### src/rtl/serial_operand_feeder.sv
// Serialises two parallel operands LSB-first for a bit-serial adder.
// Provides first/last-bit markers for carry handling and a one-cycle done pulse.
module serial_operand_feeder #(
    parameter int WIDTH = 8
) (
    input  logic             clk,
    input  logic             rst,
    input  logic             start,
    input  logic [WIDTH-1:0] a_in,
    input  logic [WIDTH-1:0] b_in,
    input  logic             hold,
    output logic             a_bit,
    output logic             b_bit,
    output logic             bit_valid,
    output logic             first_bit,
    output logic             last_bit,
    output logic             busy,
    output logic             done
);

    localparam int CNT_W = $clog2(WIDTH);

    localparam logic [1:0] IDLE  = 2'd0;
    localparam logic [1:0] SHIFT = 2'd1;
    localparam logic [1:0] DONE  = 2'd2;

    localparam logic [CNT_W-1:0] LAST_CNT = CNT_W'(WIDTH - 1);

    logic [1:0]       state_q, state_d;
    logic [WIDTH-1:0] a_sr_q, a_sr_d;
    logic [WIDTH-1:0] b_sr_q, b_sr_d;
    logic [CNT_W-1:0] cnt_q, cnt_d;

    logic in_shift;
    logic at_last;

    assign in_shift = (state_q == SHIFT);
    assign at_last  = (cnt_q == LAST_CNT);

    always_comb begin
        state_d = state_q;
        a_sr_d  = a_sr_q;
        b_sr_d  = b_sr_q;
        cnt_d   = cnt_q;
        case (state_q)
            IDLE: begin
                if (start) begin
                    a_sr_d  = a_in;
                    b_sr_d  = b_in;
                    cnt_d   = '0;
                    state_d = SHIFT;
                end
            end
            SHIFT: begin
                if (!hold) begin
                    a_sr_d = a_sr_q >> 1;
                    b_sr_d = b_sr_q >> 1;
                    if (at_last) begin
                        cnt_d   = '0;
                        state_d = DONE;
                    end else begin
                        cnt_d = cnt_q + CNT_W'(1);
                    end
                end
            end
            DONE: begin
                state_d = IDLE;
            end
            default: begin
                state_d = IDLE;
            end
        endcase
    end

    always_ff @(posedge clk) begin
        if (!rst) begin
            state_q <= IDLE;
            a_sr_q  <= '0;
            b_sr_q  <= '0;
            cnt_q   <= '0;
        end else begin
            state_q <= state_d;
            a_sr_q  <= a_sr_d;
            b_sr_q  <= b_sr_d;
            cnt_q   <= cnt_d;
        end
    end

    // Everything except bit_valid is decoded from registered state only.
    assign a_bit     = in_shift & a_sr_q[0];
    assign b_bit     = in_shift & b_sr_q[0];
    assign bit_valid = in_shift & ~hold;
    assign first_bit = in_shift & (cnt_q == '0);
    assign last_bit  = in_shift & at_last;
    assign busy      = in_shift;
    assign done      = (state_q == DONE);

endmodule

### config.mk
export PLATFORM = sky130hd
export DESIGN_NAME = serial_operand_feeder
export DESIGN_NICKNAME = d
export VERILOG_FILES = /design/src/rtl/serial_operand_feeder.sv
export SDC_FILE = /design/constraint.sdc
export NUM_CORES = 1
export LEC_CHECK = 0
export CAP_MARGIN = 40
export CORE_UTILIZATION = 29
export CTS_CLUSTER_DIAMETER = 30
export DETAILED_ROUTE_END_ITERATION = 12
export HOLD_SLACK_MARGIN = 0.06
export PLACE_DENSITY_LB_ADDON = 0.05
export SLEW_MARGIN = 30
export SYNTH_ARGS = -nofsm -noshare
export SYNTH_HDL_FRONTEND = slang
export SYNTH_SLANG_ARGS = --single-unit
### constraint.sdc
create_clock -name clk -period 1.8 [get_ports clk]
set_clock_uncertainty 0.2 [all_clocks]
set_input_delay 0.36 -clock clk [delete_from_list [all_inputs] [get_ports clk]]
set_output_delay 0.36 -clock clk [all_outputs]
set_load 0.01 [all_outputs]
Word level (Yosys, flattened, before mapping):

Cells that the tools add are included.

* bits of input ports: 20
* bits in registers: 21
* word-level logic and storage cells: 36

* mux-type cells: 14
* equality and inequality tests: 6
* bitwise gates (word level): 6
* reduce and logical (&&, ||, !) cells: 5
* $add $sub $neg: 1

Operator list (count)
* two-way mux 8 bit: 4
* one-hot mux 8 bit (2 select lines): 2
* two-way mux 3 bit: 3
* two-way mux 2 bit: 3
* one-hot mux 3 bit (2 select lines): 1
* AND reduction 3 bit: 2
* AND 1 bit: 5
* inequality test 2 bit (second input constant): 2
* one-hot mux 2 bit (2 select lines): 1
* adder 3 x 1 -> 3 bit (second input constant): 1
* equality test 3 bit (second input constant): 1
* logical NOT 3 bit: 1
* equality test 2 x 1 -> 1 bit (second input constant): 1
* equality test 2 bit (second input constant): 1
* logical NOT 2 bit: 1
* inequality test 2 x 1 -> 1 bit (second input constant): 1
* nonzero test 2 bit: 1
* inverter 1 bit: 1

Logic depth before layout (Yosys ltp):

Gate-level depths: netlist of run 1.

* word-level depth: 4
* gate-level depth with buffers: 5
* mapped depth without buffers: 5

Worst setup path after synthesis of run 1:

OpenSTA, ideal clock, no wires.

* kind: register -> output
* start: reg state_q[1]
* end: out first_bit
* setup slack: 0.277 ns
* arrival: 0.963 ns
* cell stages (with the launch flop): 4
* required time: 1.240 ns
* path buffers: 1
* cells stage by stage: dfxtp_1 nand2b_1 buf_6 nor3b_1

* word-level cells in the longest chain between the ends: 2

Ends and longest elaborated chain
* start: declaration: line 29 `logic [1:0] state_q, state_d;`
* start signal: assignment: line 82 `state_q <= state_d;`
* equality test 2 x 1 -> 1 bit: line 37 `assign in_shift = (state_q == SHIFT);`
* AND 1 bit: line 93 `assign first_bit = in_shift & (cnt_q == '0);`
* end: declaration: line 15 `output logic first_bit,`

No other way between the ends.

Final worst setup path of run 1:

* start: reg cnt_q[0]
* end: out last_bit

* word-level cells in the longest chain between the ends: 2

Ends and longest elaborated chain
* start: declaration: line 32 `logic [CNT_W-1:0] cnt_q, cnt_d;`
* start signal: assignment: line 85 `cnt_q <= cnt_d;`
* equality test 3 bit: line 38 `assign at_last = (cnt_q == LAST_CNT);`
* AND 1 bit: line 94 `assign last_bit = in_shift & at_last;`
* end: declaration: line 16 `output logic last_bit,`

No other way between the ends.

==> results of run 1 <==
==> sequential cells by signal, summed over array words and instances, names as in the netlist <==
| signal | count |
|---|---|
| state_q | 2 |
| a_sr_q | 8 |
| cnt_q | 3 |
| b_sr_q | 8 |
==> final cells by class <==
class	count	share of cell area, %
Tap cell	46	3.73
Clock buffer	4	2.92
Sequential cell	21	27.5
Timing Repair Buffer	45	26.9
Multi-Input combinational cell	75	38.0
Inverter	4	0.973
==> cells in the mapped netlist, drive strengths merged <==
master / instances
or3: 14
nor3b: 2
inv: 4
clkbuf: 4
nor2: 2
dfxtp: 21
nand3: 3
nor2b: 1
nand2b: 11
or2b: 6
a21oi: 2
o2111a: 14
o21ai: 2
and3: 1
buf: 4
ha: 3
o32ai: 2
nand2: 7
and2: 3
o21a: 1
mux2i: 1
==> metrics by stage <==
step	power [mW]	cells	cell area, µm²
6_report	1.06	195	1540
5_1_grt	1.13	195	1540
4_1_cts	1.07	190	1500
3_5_place_dp	0.758	184	1440
3_3_place_gp	0.756	184	1440
2_1_floorplan	0.654	108	1070
==> power breakdown <==
part | switching [mW] | total [mW] | internal (mW)
Sequential | 0.0185 | 0.521 | 0.503
Clock | 0.149 | 0.307 | 0.158
Combinational | 0.0919 | 0.233 | 0.141
Total | 0.260 | 1.06 | 0.802
==> how the worst max path moves through the flow <==
stage	startpoint	to	cells after the start
3_3_place_gp	hold	bit_valid	3
6_report	cnt_q[0]$_SDFFE_PN0P_	last_bit	4
4_1_cts	cnt_q[0]$_SDFFE_PN0P_	last_bit	4
3_5_place_dp	hold	bit_valid	3
5_1_grt	state_q[0]$_SDFFE_PN0P_	a_bit	4
2_1_floorplan	state_q[1]$_SDFFE_PN0P_	first_bit	3
==> routing by layer <==
layer	up-vias	global-route usage (%)	share of wire [%]
met3	2	3.83	4.3
met2	20	22.3	49
met1	440	15.7	46
li1	471	-	-
met5	-	0	0
met4	0	2.62	0.81
==> what timing repair did <==
| action | in CTS | in global routing |
|---|---|---|
| pin swaps | 1 | 1 |
| setup buffers | 2 | 5 |
| hold buffers | 0 | 0 |
| resized for setup | 17 | 10 |
| setup endpoints to repair | 7 | 21 |
==> worst reg2reg max path, delay by kind of cell (launching register included) <==
family | cells | cell delay, ps
buffers and inverters | 2 | 290
AO/OA/AOI/OAI | 1 | 140
AND/OR/NAND/NOR | 2 | 470
flip-flops | 1 | 320
==> placed cells by master, fill, tap and decap left out, drive strengths merged, types with 3 or more instances in the layout <==
master and count:
and2 3, buf 20, clkbuf 6, clkdlybuf4s15 3
clkdlybuf4s50 19, dfxtp 21, ha 3, inv 4
nand2 7, nand2b 11, nand3 3, o2111a 14
or2b 6, or3 14
==> logic make-up after synthesis <==
logic type,count (synthesis),share of synthesized area (%)
adder cells (fa/ha/maj),3,3.50
multiplexers,1,0.932
flip-flops,21,39.2
buffers and inverters,12,7.69
AND/OR/NAND/NOR,50,28.8
AO/OA/AOI/OAI,21,19.9
==> flow_summary.ini, run 1 <==
[outcome]
status = complete, no violations

[die]
dieArea_um2 = 3950
num_io_pins = 27
row_count = 21
initial_utilization_pct = 31.2
coreArea_um2 = 3440
die-height_um = 62.8
fp.dieW_um = 62.8

[critical_path]
critPathMaxFanout = 3
cp-end-kind = output pin
rrSetupSlack_ps = 260
cpMostUsedCell = ha_2
worstPathArrival_ps = 1200
rr_worst_depth = 5
reg2reg_to = b_sr_q[2]$_SDFFE_PN0P_
reg2reg_from = state_q[1]$_SDFFE_PN0P_
crit_family = flip-flops
critPathLaunchType = flop
path_cells = ha_2 -> ha_2 -> and2_1 -> buf_2
cp_data_required_time_ps = 1240
slowest_stage = dfxtp_2
crit_path_max_incr_delay_ps = 340
critical_path_class = flop to output pin
critPathBufInv = 1

[global_routing]
track_usage_pct = 12.9
overflow = 0
grt_max_degree = 27
antenna_found_initial = 0
grt_pass1_vias = 896
grt_pass1_wl_um = 4050

[synthesis]
yosys.area.top_type = dfxtp_1
yosysSeqAreaShare_pct = 39.2
syn_inst = 108
synth_area_per_cell_um2 = 9.94
synth_area_leaders = dfxtp_1 39%, o2111a_1 15%, or3_1 8.2%, nand2b_1 5.8%, or2b_1 4.2%
yosysWarnings = 0
synthesis.area_um2 = 1070
ys_seq_elements = 21
synth_fp_nets = 131
ys_types = 28
netlist.area_leader.share_pct = 39.2

[layout]
seqCellArea_um2 = 424
multiInputGateArea_um2 = 586
layout-drive-gt1-share_pct = 24.2
syn2layout_area_growth_pct = 43.7
final.fill_count = 352
fin_util_pct = 44.8
n_antenna_cell = 0
nets = 173

[pwr]
p_leak_nw = 0.608
p_per_area_nw_per_um2 = 688
peakVddDrop_v = 0.000634

[sta]
setup_violations = 0
fin_crit_sh_pct = 98.0
max_freq_ghz = 0.567
drv_slew = 0
period_needed_ps = 1760
setup_tns_ps = 0
max_slew_margin_pct = 85.7
worst_slew_pin_slew_ps = 213
worst_hold_slack_ps = 261
setup_ws_ps = 36.9
hold_violations = 0

[detailed_routing]
viasPerCell = 4.78
drc = 0
vias = 933
wl_per_cell_um = 12.0
ant_nets = 0
first_pass_iters = 4
drt_iter0_drc = 26
wirelength_um = 2340

[clock_network]
clock-sinks = 21
cts_tree = done
cts.clk_slew.worst_paths_ps = 80
cts_root_buffer = clkbuf_8
clock_latency_ps = 260
htree_num_levels = 1
cts_buffers = 3
clock_path_buffers = 2

[place]
dp_hpwl_um = 1570
gp_congestion = 0.683
dp_slack_ps = -337
port-buffer-count = 26

[hold_path]
whs_path_depth = 2
hold_end = b_sr_q[7]$_SDFFE_PN0P_
hold_class = flop to flop
holdCritStartpoint = b_sr_q[7]$_SDFFE_PN0P_

[flow_run]
maxCapViolCount = 0
Power figures use the tool's default switching activity.
==> run 2: changes to the inputs <==
==> constraint.sdc (replaced) <==
create_clock -name clk -period 1.96 [get_ports clk]
set_clock_uncertainty 0.2 [all_clocks]
set_input_delay 0.588 -clock clk [delete_from_list [all_inputs] [get_ports clk]]
set_output_delay 0.588 -clock clk [all_outputs]
set_load 0.01 [all_outputs]
==> run 2 against run 1 <==
Net effect: wire length rose by 2.1%; die area stayed put; sequential power down 8.1%; cell count is 3.1% lower; via count fell by 1.5%; non-clock buffer count down 6; utilization down 1.5 points; first-iteration DRC count down 19%; largest cell class unchanged; clock power decreased by 7.2%; combinational power down 14%; critical endpoint unchanged.
==> flow_summary.ini, run 2 (synthesis results as in run 1) <==
[outcome]
status = complete, no violations

[layout]
instances_no_fill = 189
reg.largest.list = a_sr_q: 8 flops, b_sr_q: 8 flops, cnt_q: 3 flops
n_antenna_cell = 0
fin_util_pct = 43.4
layout_common_cells = 18 x dfxtp_1, 18 x clkdlybuf4s50_1, 14 x or3_1, 14 x o2111a_1, 12 x buf_4
syn2layout_area_growth_pct = 39.0
final_area_um2 = 1490
nets = 167
layout-drive-gt1-share_pct = 24.5

[global_routing]
overflow = 0
antenna_found_initial = 0
grt_pass1_vias = 924
track_usage_pct = 13.9
grt_max_degree = 20
grt_pass1_wl_um = 4290

[critical_path]
critPathMaxFanout = 3
rrSetupSlack_ps = 480
cp-end-kind = output pin
worstPathArrival_ps = 1160
cp_data_required_time_ps = 1170
critPathLaunchType = flop
rr_worst_depth = 5
reg2reg_to = a_sr_q[0]$_SDFFE_PN0P_
critical_path_class = flop to output pin
reg2reg_from = state_q[0]$_SDFFE_PN0P_

[sta]
worst_slew_pin_slew_ps = 205
worst_hold_slack_ps = 263
max_slew_margin_pct = 86.3
hold_violations = 0
setup_violations = 0
period_needed_ps = 1950
setup_tns_ps = 0
rsz0062_at_grt = true
drv_slew = 0
max_freq_ghz = 0.514
fin_crit_sh_pct = 99.3

[clock_network]
htree_num_levels = 1
cts_root_buffer = clkbuf_8
clock_latency_ps = 260
cts_tree = done
hold_buffers = 0
cts_buffers = 3
cts.clk_slew.worst_paths_ps = 70
clock_path_buffers = 2
clock-sinks = 21

[pwr]
p_leak_nw = 0.575
peakVddDrop_v = 0.000231
p_per_area_nw_per_um2 = 646

[hold_path]
hold_class = flop to flop
holdCritStartpoint = a_sr_q[7]$_SDFFE_PN0P_
whs_path_depth = 2
hold_end = a_sr_q[7]$_SDFFE_PN0P_

[die]
dieArea_um2 = 3950
coreArea_um2 = 3440
die-height_um = 62.8
fp.dieW_um = 62.8
num_io_pins = 27
initial_utilization_pct = 31.2
row_count = 21

[place]
place_inst = 185
gp_congestion = 0.681
dp_hpwl_um = 1630
port-buffer-count = 26
dpl-instance-area_um2 = 1430

[detailed_routing]
drt_iter0_drc = 21
wirelength_um = 2390
vias = 919
viasPerCell = 4.86
ant_nets = 0
drc = 0
wl_per_cell_um = 12.7
first_pass_iters = 3

[flow_run]
maxCapViolCount = 0
==> run 2: cell count changes in the layout (fill, tap and decap cells not counted), sizes merged <==
cell and delta:
buf -2, clkdlybuf4s15 -3, clkdlybuf4s50 -1
==> run 2: metrics by stage <==
step,worst slack [ps],total power [mW]
floorplan,209,0.601
global placement,-627,0.693
detailed placement,-612,0.695
CTS,1.63,0.980
global route,-31.4,1.03
finish,14.0,0.964
==> run 2: cell type report <==
class / instances / area, µm²
multi-input combinational: 75 / 608
inverter: 4 / 17.5
clock buffer: 4 / 45.0
fill: 370 / 1950
sequential: 21 / 424
timing repair buffer: 39 / 340
tap: 46 / 57.6
==> run 2: worst max-delay path by stage <==
stage | start | end | slack [ps] | cells past startpoint
2_1_floorplan | state_q[1]$_SDFFE_PN0P_ | first_bit | 210 | 3
3_3_place_gp | hold | bit_valid | -630 | 3
3_5_place_dp | hold | bit_valid | -610 | 3
4_1_cts | state_q[1]$_SDFFE_PN0P_ | busy | 2 | 4
5_1_grt | cnt_q[1]$_SDFFE_PN0P_ | last_bit | -30 | 4
6_report | cnt_q[1]$_SDFFE_PN0P_ | last_bit | 10 | 4
==> run 2: what timing repair did <==
action | CTS | global route
cloned | 0 | 0
hold endpoints to repair | 0 | 0
setup buffers | 0 | 0
endpoints found under the setup margin | 21 | 6
gates resized for setup | 37 | 4
pin swaps | 2 | 0
==> run 2: routing by layer <==
metal  vias to the layer above  routed length (µm)  GRT usage (%)
li1                        464                   -              -
met5                         -                   0              0
met4                         0                  42           6.98
met1                       436                1100           16.5
met2                        15                1160           23.6
met3                         4                  94           2.74
==> run 2: critical path, cell delays in order, from the launching register on <==
cell and delay, ps:
dfxtp_2 350, ha_4 160, ha_4 150, and2_4 130
buf_6 110
==> run 2: report_power, final <==
group / internal, mW / switching [mW] / leakage [nW]
clock network: 0.145 / 0.140 / 0.0228
registers: 0.462 / 0.0172 / 0.175
logic: 0.117 / 0.0842 / 0.377
total: 0.723 / 0.241 / 0.575
